### src/rtl/mem_wb_stage_pkg.sv
// Shared pipeline definitions for the MEM/WB stage.
// Load-type encodings, default widths and the bubble constant.
package mem_wb_stage_pkg;

  localparam int DATA_W_DEF = 32;
  localparam int ADDR_W_DEF = 5;

  localparam logic [2:0] LD_W  = 3'd0;
  localparam logic [2:0] LD_H  = 3'd1;
  localparam logic [2:0] LD_HU = 3'd2;
  localparam logic [2:0] LD_B  = 3'd3;
  localparam logic [2:0] LD_BU = 3'd4;

  typedef struct packed {
    logic valid;
    logic reg_write;
    logic misalign;
  } wb_ctrl_t;

  localparam wb_ctrl_t WB_BUBBLE = '0;

endpackage

### src/rtl/mem_wb_stage_load_extend.sv
// Little-endian byte/halfword lane select with sign/zero extension.
// Purely combinational; shared with the forwarding path.
module load_extend
  import mem_wb_stage_pkg::*;
#(
  parameter int DATA_W = DATA_W_DEF
) (
  input  logic [DATA_W-1:0] rdata_i,
  input  logic [1:0]        off_i,
  input  logic [2:0]        load_type_i,
  output logic [DATA_W-1:0] ext_o,
  output logic              misalign_o
);

  logic [7:0]  byte_s;
  logic [15:0] half_s;

  always_comb begin
    byte_s = rdata_i[7:0];
    unique case (off_i)
      2'd0: byte_s = rdata_i[7:0];
      2'd1: byte_s = rdata_i[15:8];
      2'd2: byte_s = rdata_i[23:16];
      2'd3: byte_s = rdata_i[31:24];
    endcase
    half_s = off_i[1] ? rdata_i[31:16] : rdata_i[15:0];
  end

  always_comb begin
    ext_o      = rdata_i;
    misalign_o = 1'b0;
    case (load_type_i)
      LD_H: begin
        ext_o      = {{(DATA_W-16){half_s[15]}}, half_s};
        misalign_o = off_i[0];
      end
      LD_HU: begin
        ext_o      = {{(DATA_W-16){1'b0}}, half_s};
        misalign_o = off_i[0];
      end
      LD_B:  ext_o = {{(DATA_W-8){byte_s[7]}}, byte_s};
      LD_BU: ext_o = {{(DATA_W-8){1'b0}}, byte_s};
      // LW and the unused encodings 5-7
      default: begin
        ext_o      = rdata_i;
        misalign_o = (off_i != 2'd0);
      end
    endcase
  end

endmodule

### src/rtl/mem_wb_stage.sv
// MEM/WB pipeline register and write-back formatter.
// Drives the register-file write port plus misalign flag and retire counter.
module mem_wb_stage
  import mem_wb_stage_pkg::*;
#(
  parameter int DATA_W = DATA_W_DEF,
  parameter int ADDR_W = ADDR_W_DEF,
  parameter int CNT_W  = 32
) (
  input  logic              clk,
  input  logic              reset,
  input  logic              stall,
  input  logic              flush,
  input  logic              in_valid,
  input  logic              in_reg_write,
  input  logic              in_mem_to_reg,
  input  logic [2:0]        in_load_type,
  input  logic [ADDR_W-1:0] in_write_addr,
  input  logic [DATA_W-1:0] in_alu_result,
  input  logic [DATA_W-1:0] in_mem_rdata,
  output logic              reg_write,
  output logic [ADDR_W-1:0] write_addr,
  output logic [DATA_W-1:0] write_data,
  output logic              wb_valid,
  output logic              misalign_err,
  output logic [CNT_W-1:0]  retired_count
);

  logic [DATA_W-1:0] ext_s;
  logic              ld_mis_s;

  load_extend #(.DATA_W(DATA_W)) u_ext (
    .rdata_i     (in_mem_rdata),
    .off_i       (in_alu_result[1:0]),
    .load_type_i (in_load_type),
    .ext_o       (ext_s),
    .misalign_o  (ld_mis_s)
  );

  wb_ctrl_t          ctrl_d, ctrl_q;
  logic [ADDR_W-1:0] addr_d, addr_q;
  logic [DATA_W-1:0] data_d, data_q;
  logic [CNT_W-1:0]  cnt_d, cnt_q;

  always_comb begin
    ctrl_d.valid    = in_valid;
    ctrl_d.misalign = in_valid & in_mem_to_reg & ld_mis_s;
    ctrl_d.reg_write = in_valid & in_reg_write
                     & (|in_write_addr) & ~ctrl_d.misalign;
    addr_d = in_write_addr;
    data_d = in_mem_to_reg ? ext_s : in_alu_result;
  end

  always_ff @(posedge clk or negedge reset) begin
    if (!reset) begin
      ctrl_q <= WB_BUBBLE;
      addr_q <= '0;
      data_q <= '0;
    end else if (flush) begin
      ctrl_q <= WB_BUBBLE;
      addr_q <= '0;
      data_q <= '0;
    end else if (!stall) begin
      ctrl_q <= ctrl_d;
      addr_q <= addr_d;
      data_q <= data_d;
    end
  end

  // The held entry leaves on any unstalled edge, or when flushed away.
  always_comb begin
    cnt_d = cnt_q;
    if (ctrl_q.valid && (!stall || flush))
      cnt_d = cnt_q + CNT_W'(1);
  end

  always_ff @(posedge clk or negedge reset) begin
    if (!reset) cnt_q <= '0;
    else        cnt_q <= cnt_d;
  end

  assign wb_valid      = ctrl_q.valid;
  assign reg_write     = ctrl_q.reg_write;
  assign misalign_err  = ctrl_q.misalign;
  assign write_addr    = addr_q;
  assign write_data    = data_q;
  assign retired_count = cnt_q;

endmodule
### config.mk
export PLATFORM = sky130hd
export DESIGN_NAME = mem_wb_stage
export DESIGN_NICKNAME = d
export VERILOG_FILES = /design/src/rtl/mem_wb_stage_pkg.sv /design/src/rtl/mem_wb_stage_load_extend.sv /design/src/rtl/mem_wb_stage.sv
export SDC_FILE = /design/constraint.sdc
export NUM_CORES = 1
export LEC_CHECK = 0
export CAP_MARGIN = 20
export CORE_MARGIN = 1
export CORE_UTILIZATION = 44
export CTS_BUF_LIST = sky130_fd_sc_hd__clkbuf_16
export CTS_CLUSTER_DIAMETER = 30
export DETAILED_ROUTE_END_ITERATION = 6
export GPL_ROUTABILITY_DRIVEN = 0
export MAX_ROUTING_LAYER = met4
export PLACE_DENSITY = 0.86
export SLEW_MARGIN = 10
export SYNTH_ARGS = -nofsm -noshare
export SYNTH_HDL_FRONTEND = slang
export SYNTH_SLANG_ARGS = --single-unit
export TNS_END_PERCENT = 100
### constraint.sdc
create_clock -name clk -period 1.95 [get_ports clk]
set_input_delay 0.585 -clock clk [delete_from_list [all_inputs] [get_ports clk]]
set_output_delay 0.585 -clock clk [all_outputs]
set_load 0.01 [all_outputs]
* Word-level counts from Yosys, hierarchy flattened *
Index checks and enable logic that the tools add are counted.

cells by class
  $add $sub $neg = 1
  eq/ne operators = 8
  multiplexer cells = 11
  bitwise logic cells = 6
  reduce and logical (&&, ||, !) cells = 8

operators with widths
  cell                   number
  $pmux 32 s4            1
  $mux 32                3
  $add 32x1->32 const B  1
  $pmux 8 s4             1
  $mux 16                1
  $mux 5                 2
  $eq 3x2->1 const B     2
  $mux 3                 2
  $and 1x1->1            5
  $reduce_or 5->1        1
  $eq 2x2->1 const B     2
  $reduce_or 2->1        2
  $eq 3x1->1 const B     1
  $eq 3x3->1 const B     1
  $eq 2x1->1 const B     1
  $logic_not 2->1        1
  $ne 2x1->1 const B     1
  $pmux 1 s2             1
  $reduce_bool 2->1      1
  $logic_and 1x1->1      1
  $logic_not 1->1        1
  $logic_or 1x1->1       1
  $not 1->1              1

word-level totals
  register bits = 72
  bits of input ports = 79
  output and inout port bits = 72
  logic and storage cells = 40

* Depth between registers and ports, before layout *
Gate-level depths: netlist of the first run.

  depth in word-level cells = 8
  gate-level depth with buffers = 7

* Modules after synthesis *
From an unflattened synthesis of the first run, not the netlist that was laid out.

second synthesis, totals
  cell total of the unflattened synthesis = 476
  area total of the unflattened synthesis = 4578.1 um2

modules (own cells, without submodules)
  module        instances  cells an instance  area an instance (um2)  sequential area each (um2)
  mem_wb_stage  1          346                3477.1                  1801.7
  load_extend   1          130                1101.1                  0.0

* Worst setup path after synthesis of the first run *
OpenSTA, ideal clock, no wires.

  kind = input port to flip-flop
  start = in in_alu_result[1]
  end = reg data_q[14], in the netlist write_data[14]
  arrival = 1.834 ns
  setup slack = -0.010 ns
  stages = 5
  cells stage by stage = buf_6 mux4_2 o311a_1 a21oi_1 o21ai_1

on the way
  longest elaborated chain between the ends = 6
  elaborated cells between the ends (all ways) = 10

ends and longest elaborated chain
  element                                   RTL line                        source
  from (decl)                               mem_wb_stage.sv:19              input logic [DATA_W-1:0] in_alu_result,
  $eq 2x2->1, or another cell as far along  mem_wb_stage_load_extend.sv:20  unique case (off_i)
  $pmux 8 s4                                mem_wb_stage_load_extend.sv:20
  $pmux 32 s4 (*)                           mem_wb_stage_load_extend.sv:32  case (load_type_i)
  $mux 32 (*)                               mem_wb_stage.sv:51              data_d = in_mem_to_reg ? ext_s : in_alu_result;
  $mux 32 (*)                               mem_wb_stage.sv:63              end else if (!stall) begin
  $mux 32 (*)                               mem_wb_stage.sv:59              end else if (flush) begin
  to (signal assigned)                      mem_wb_stage.sv:66              data_q <= data_d;
  to (decl)                                 mem_wb_stage.sv:42              logic [DATA_W-1:0] data_d, data_q;

Mark *: on every way between the ends. The rest lies on a longest branch, timed or not. The select of a mux whose other input is x is not followed.
A chain may end at the register's enable or synchronous reset.

* Worst setup path after layout of the first run *
  start = in in_mem_rdata[31]
  end = reg data_q[12], in the netlist write_data[12]

on the way
  longest elaborated chain between the ends = 5

ends and longest elaborated chain
  element      RTL line                        source
  from (decl)  mem_wb_stage.sv:20              input logic [DATA_W-1:0] in_mem_rdata,
  $pmux 8 s4   mem_wb_stage_load_extend.sv:20
  $pmux 32 s4  mem_wb_stage_load_extend.sv:32
  $mux 32      mem_wb_stage.sv:51
  $mux 32      mem_wb_stage.sv:63
  $mux 32      mem_wb_stage.sv:59

No other way between the ends. The select of a mux whose other input is x is not followed.

==> flow_summary_export.csv, run 1 <==
group,metric,value,unit
outcome,status,"finished clean",
layout,final_nets,652,
synth,avgSynthCellArea,9.74,um^2
clock_network,cts_made_buffers,9,
worst_setup_path,end_kind,"flop",
synth,synth_area_leader_cell,"dfrtp_1",
power_and_ir_drop,cellPowerDensity,672,mW/mm^2
floorplan,core.rowCount,33,
synth,synth-compound-area-share,19.6,%
drt,via_count,4062,
place,hpwl,8930,um
grt,antenna_found_initial,0,
synth,synth_seq_area_share,48.1,%
clock_network,tritoncts,"built",
synth,synth-edff-count,0,
sta,fin_crit_sh,99.6,%
sta,slew_violations,0,
grt,grt_max_degree,31,
worst_hold_path,hold_path_class,"input pin to asynchronous set/reset pin",
drt,firstDrtPassIters,5,
floorplan,die_w,94.3,um
floorplan,core-area,0.00822,mm^2
clock_network,cts.sinks,72,
drt,detail_route.wl_per_cell,18.7,um
synth,synth.distinct_cells,48,
worst_setup_path,start_kind,"input pin",
clock_network,clock_latency,0.32,ns
sta,finalHoldViolCount,0,
grt,grt_first_pass_wirelength,19300,um
sta,skew,0.00424,ns
floorplan,ios,151,
grt,grt.total_usage,29.3,%
synth,synthArstFlopShare,100,%
synth,yosysWarnings,0,
drt,drt-initial-drc-count,295,
layout,drive_gt1_share,17.7,%
drt,antenna_left,0,
floorplan,initial_utilization,45.6,%
synth,synth_top_family_by_area,"compound AO/OA/AOI/OAI gates",
floorplan,die_y,94.3,um
synth,ys.flop_type,"dfrtp_1",
power_and_ir_drop,p_leak,2.67,nW
worst_setup_path,required,2.15,ns
grt,grt_overflow,0,
worst_setup_path,reg2reg_slack,0.21,ns
sta,final-setup-viol-count,0,
synth,synthMuxAreaShare,5.21,%
floorplan,dieArea,0.00889,mm^2
power_and_ir_drop,vdd_drop_max,0.465,mV
sta,period_needed,1.94,ns
synth,synth_fp_nets,465,
synth,synth_xor_area_share,8.14,%
synth,syn_area,0.00375,mm^2
synth,yosys.area_share.simple,15.6,%
layout,layout_common_cells,"clkdlybuf4s50_1 (136), dfrtp_1 (67), buf_4 (40)",
worst_setup_path,cp.arrival,2.15,ns
synth,yosys-top-cells-area,"dfrtp_1 (48%), xnor2_1 (5.8%), o21ai_0 (4.8%)",
worst_setup_path,critPathKind,"input pin to flop",
layout,final_common_cell,"clkdlybuf4s50_1",
place,post_dp_cell_area,0.00568,mm^2
place,io_buffers,150,
synth,syn_inst,385,
sta,finalWorstSetupSlack,0.00786,ns
synth,yosys.area_share.adder,0.334,%
drt,wl,12700,um
synth,netlist.area_leader.share,48.1,%
drt,vias_per_cell,5.96,
layout,n_antenna_cell,0,
flow_run,drv_cap,0,
clock_network,ctsHtreeMaxLevel,3,
worst_setup_path,cp_max_fo,7,
layout,fillers,538,
layout,design_area,0.00614,mm^2
layout,area_growth,63.9,%
clock_network,cts.hold.buffers_added,0,
synth,ys_seq_elements,72,
drt,drc,0,
place,pre_cts_slack,-0.587,ns
grt,grt_pass1_vias,3943,
clock_network,cts.clk_slew.worst_paths,0.06,ns
sta,worst_slew_pin_slew,0.486,ns
clock_network,cts_root_buf,"clkbuf_16",
clock_network,cts_max_path_buffers,2,
sta,slew_headroom,67.4,%
sta,clock.fmax,515,MHz
## registers in the layout, indices dropped and copies added, names as in the netlist
register / cells
misalign_err: 1
reg_write: 1
retired_count: 32
wb_valid: 1
write_addr: 5
write_data: 32
## routing by layer
layer / GRT usage [%] / wire length (um) / vias up
li1: - / - / 1777
met1: 35.4 / 4830 / 1962
met2: 48.9 / 6450 / 282
met3: 4.85 / 1060 / 41
met4: 11.4 / 391 / 0
met5: - / 0 / -
## Yosys cell counts, types with 3 or more instances
| library cell | number |
|---|---|
| o21ai_1 | 16 |
| and2_1 | 5 |
| dfrtp_1 | 72 |
| a22oi_1 | 23 |
| a221oi_1 | 7 |
| xnor2_1 | 25 |
| nor2_1 | 39 |
| nand4_1 | 9 |
| nand3_1 | 11 |
| a21oi_1 | 24 |
| o21ai_0 | 36 |
| nand2_1 | 28 |
| mux2i_1 | 15 |
| inv_1 | 3 |
| buf_2 | 4 |
| clkbuf_1 | 15 |
| xor2_1 | 8 |
| and4_1 | 4 |
## worst paths after layout
path	startpoint	to	cells after the start
min	reset	retired_count[23]$_DFFE_PN0P_	1
min reg2reg	write_data[7]$_DFFE_PN0N_	write_data[7]$_DFFE_PN0N_	1
min in group clk	write_data[7]$_DFFE_PN0N_	write_data[7]$_DFFE_PN0N_	1
max reg2reg	retired_count[5]$_DFFE_PN0P_	retired_count[24]$_DFFE_PN0P_	6
max in group asynchronous	reset	write_data[24]$_DFFE_PN0N_	2
max	in_mem_rdata[31]	write_data[12]$_DFFE_PN0N_	5
## per-stage QoR
stage	cells	total power, W	util (%)	hold WS (ns)	setup TNS, ns
floorplan	385	0.00206	-	0.289	0
global placement	663	0.00262	69.2	0.461	-17.55
detailed placement	663	0.00265	69.2	0.469	-20.05
CTS	679	0.00410	73.3	0.196	-0.0142
global route	681	0.00428	74.8	0.210	-0.0245
finish	681	0.00413	74.8	0.190	0
## cells by family (layout without fill, tap and decap cells)
kind of cell | after synthesis | after routing
DFF | 72 | 72
muxes | 18 | 18
adders and majority gates | 1 | 1
buffers and inverters | 25 | 215
AOI/OAI and AO/OA | 119 | 120
xor gates and xnor gates | 34 | 34
and+or+nand+nor | 116 | 116
## power by group
part | internal, W | total (W) | switching [W] | leakage (nW)
logic | 0.000538 | 0.000994 | 0.000456 | 1.58
registers | 0.00160 | 0.00170 | 0.0000989 | 0.959
clock network | 0.000836 | 0.00143 | 0.000594 | 0.133
## area by class of cell
type,instances,area (um^2),share of cell area (%)
Clock buffer,9,225,3.67
Clock inverter,6,30.0,0.489
Inverter,3,11.3,0.183
Multi-Input combinational cell,289,2010,32.7
Sequential cell,72,1810,29.4
Tap cell,105,131,2.14
Timing Repair Buffer,197,1930,31.4
## critical path, cell delays in order
cell	delay, ns
dlygate4sd2_1	0.29
mux4_2	0.57
o311a_4	0.45
a21oi_2	0.15
o21ai_1	0.09
## what timing repair did
action,4_1_cts,5_1_grt
pin swaps,2,4
resized for setup,26,31
buffers inserted,1,1
endpoints found under the setup margin,33,34
cloned,0,1
No activity file was read; power rests on OpenSTA's default activity.
==> run 2: changes to the inputs <==
REMOVE_ABC_BUFFERS = 1   (was not set)
==> flow_summary_export.csv, run 2 (same netlist as run 1, synthesis figures left out) <==
group,metric,value,unit
outcome,status,"finished clean",
place,pre_cts_slack,-0.674,ns
layout,drive_gt1_share,17.0,%
worst_setup_path,start_kind,"input pin",
drt,wl,12400,um
drt,drt-initial-drc-count,235,
floorplan,die_w,94.3,um
grt,grt_max_degree,73,
drt,firstDrtPassIters,4,
layout,design_area,0.00611,mm^2
worst_setup_path,crit_path_max_incr_delay,0.49,ns
clock_network,ctsHtreeMaxLevel,3,
layout,n_antenna_cell,0,
sta,slew_violations,0,
worst_setup_path,critPathKind,"input pin to flop",
clock_network,clock_latency,0.33,ns
layout,final_nets,651,
drt,antenna_left,0,
sta,finalHoldViolCount,0,
power_and_ir_drop,cellPowerDensity,725,mW/mm^2
worst_setup_path,required,2.16,ns
floorplan,core-area,0.00822,mm^2
clock_network,cts.hold.buffers_added,0,
floorplan,initial_utilization,45.6,%
sta,final-setup-viol-count,0,
sta,fin_crit_sh,98.5,%
drt,drc,0,
grt,grt_first_pass_wirelength,19600,um
sta,finalWorstSetupSlack,0.0301,ns
layout,multi_input_area,0.00192,mm^2
floorplan,die_y,94.3,um
floorplan,ios,151,
sta,worst_slew_pin_slew,0.391,ns
sta,clock.fmax,521,MHz
floorplan,dieArea,0.00889,mm^2
flow_run,drv_cap,0,
place,io_buffers,150,
worst_setup_path,end_kind,"flop",
layout,fillers,579,
clock_network,cts.clk_slew.worst_paths,0.06,ns
sta,skew,0.00965,ns
sta,setup-tns-final,0,ns
layout,utilization,74.3,%
worst_setup_path,slowest_stage,"mux4_2",
layout,final_common_cell,"clkdlybuf4s50_1",
clock_network,cts_made_buffers,9,
place,hpwl,8900,um
layout,area_growth,63.0,%
clock_network,cts_root_buf,"clkbuf_16",
power_and_ir_drop,p_leak,2.62,nW
drt,detail_route.wl_per_cell,18.2,um
grt,grt.total_usage,29.6,%
worst_setup_path,cp_max_fo,7,
grt,grt_pass1_vias,3929,
sta,slew_headroom,73.9,%
place,post_dp_cell_area,0.00565,mm^2
grt,grt_overflow,0,
power_and_ir_drop,vdd_drop_max,0.461,mV
worst_setup_path,cp.arrival,2.13,ns
grt,antenna_found_initial,0,
layout,seqCellArea,0.00181,mm^2
clock_network,cts.sinks,72,
layout,layout_common_cells,"clkdlybuf4s50_1 (137), dfrtp_1 (67), buf_4 (40)",
clock_network,cts_max_path_buffers,2,
drt,via_count,3830,
sta,period_needed,1.92,ns
worst_setup_path,worstPathCellList,"dlygate4sd2_1 -> mux4_2 -> buf_4 -> o311a_4 -> a21oi_1 -> o21ai_1",
floorplan,core.rowCount,33,
worst_hold_path,hold_path_class,"input pin to asynchronous set/reset pin",
drt,vias_per_cell,5.62,
clock_network,tritoncts,"built",
==> run 2: timing repair <==
item | in CTS | in global routing
gates cloned | 1 | 0
setup buffers | 3 | 0
setup endpoints to repair | 34 | 33
gates resized for setup | 26 | 13
pin swaps | 3 | 1
==> run 2: final timing paths <==
check	from	to	slack (ns)	cells after the start
setup / recovery	in_mem_rdata[31]	write_data[11]$_DFFE_PN0N_	0.03	6
max in group asynchronous	reset	retired_count[5]$_DFFE_PN0P_	1.33	2
hold / removal	reset	write_data[8]$_DFFE_PN0N_	0.28	2
min in group clk	retired_count[31]$_DFFE_PN0P_	retired_count[31]$_DFFE_PN0P_	0.49	1
hold reg to reg	retired_count[31]$_DFFE_PN0P_	retired_count[31]$_DFFE_PN0P_	0.49	1
setup reg to reg	retired_count[6]$_DFFE_PN0P_	retired_count[29]$_DFFE_PN0P_	0.31	6
==> run 2: where the power goes <==
group / internal [W] / total [W] / switching, W / leakage, nW
logic: 0.000533 / 0.000964 / 0.000431 / 1.51
clock network: 0.00112 / 0.00177 / 0.000649 / 0.153
registers: 0.00160 / 0.00169 / 0.0000894 / 0.959
==> run 2: cell type report <==
class	count	area share [%]
multi-input combinational	288	31.4
timing repair buffer	197	31.4
sequential	72	29.6
clock buffer	9	3.69
tap	105	2.15
clock inverter	7	1.58
inverter	3	0.184
==> run 2: critical path, delay by kind of cell <==
family	cells	cell delay [ns]
compound gates	3	0.61
buf+inv	2	0.44
mux	1	0.49
==> run 2: per-stage QoR <==
stage	power [W]	hold slack (ns)	instances
after floorplan	0.00202	0.289	363
after global placement	0.00260	0.462	661
after detailed placement	0.00264	0.474	661
after CTS	0.00444	0.296	681
after global routing	0.00460	0.311	681
final	0.00443	0.277	681
==> run 2: metal layers <==
metal | global-route usage (%) | part of all wire [%]
met1 | 35.8 | 41
met2 | 50.4 | 51
met3 | 3.88 | 5.2
met4 | 10.9 | 2.4
met5 | - | 0
==> run 3: changes to the inputs <==
ABC_CLOCK_PERIOD_IN_PS = 1950   (was not set)
==> results of run 3 <==
The final DEF is identical to that of run 2; final timing and power are the same.
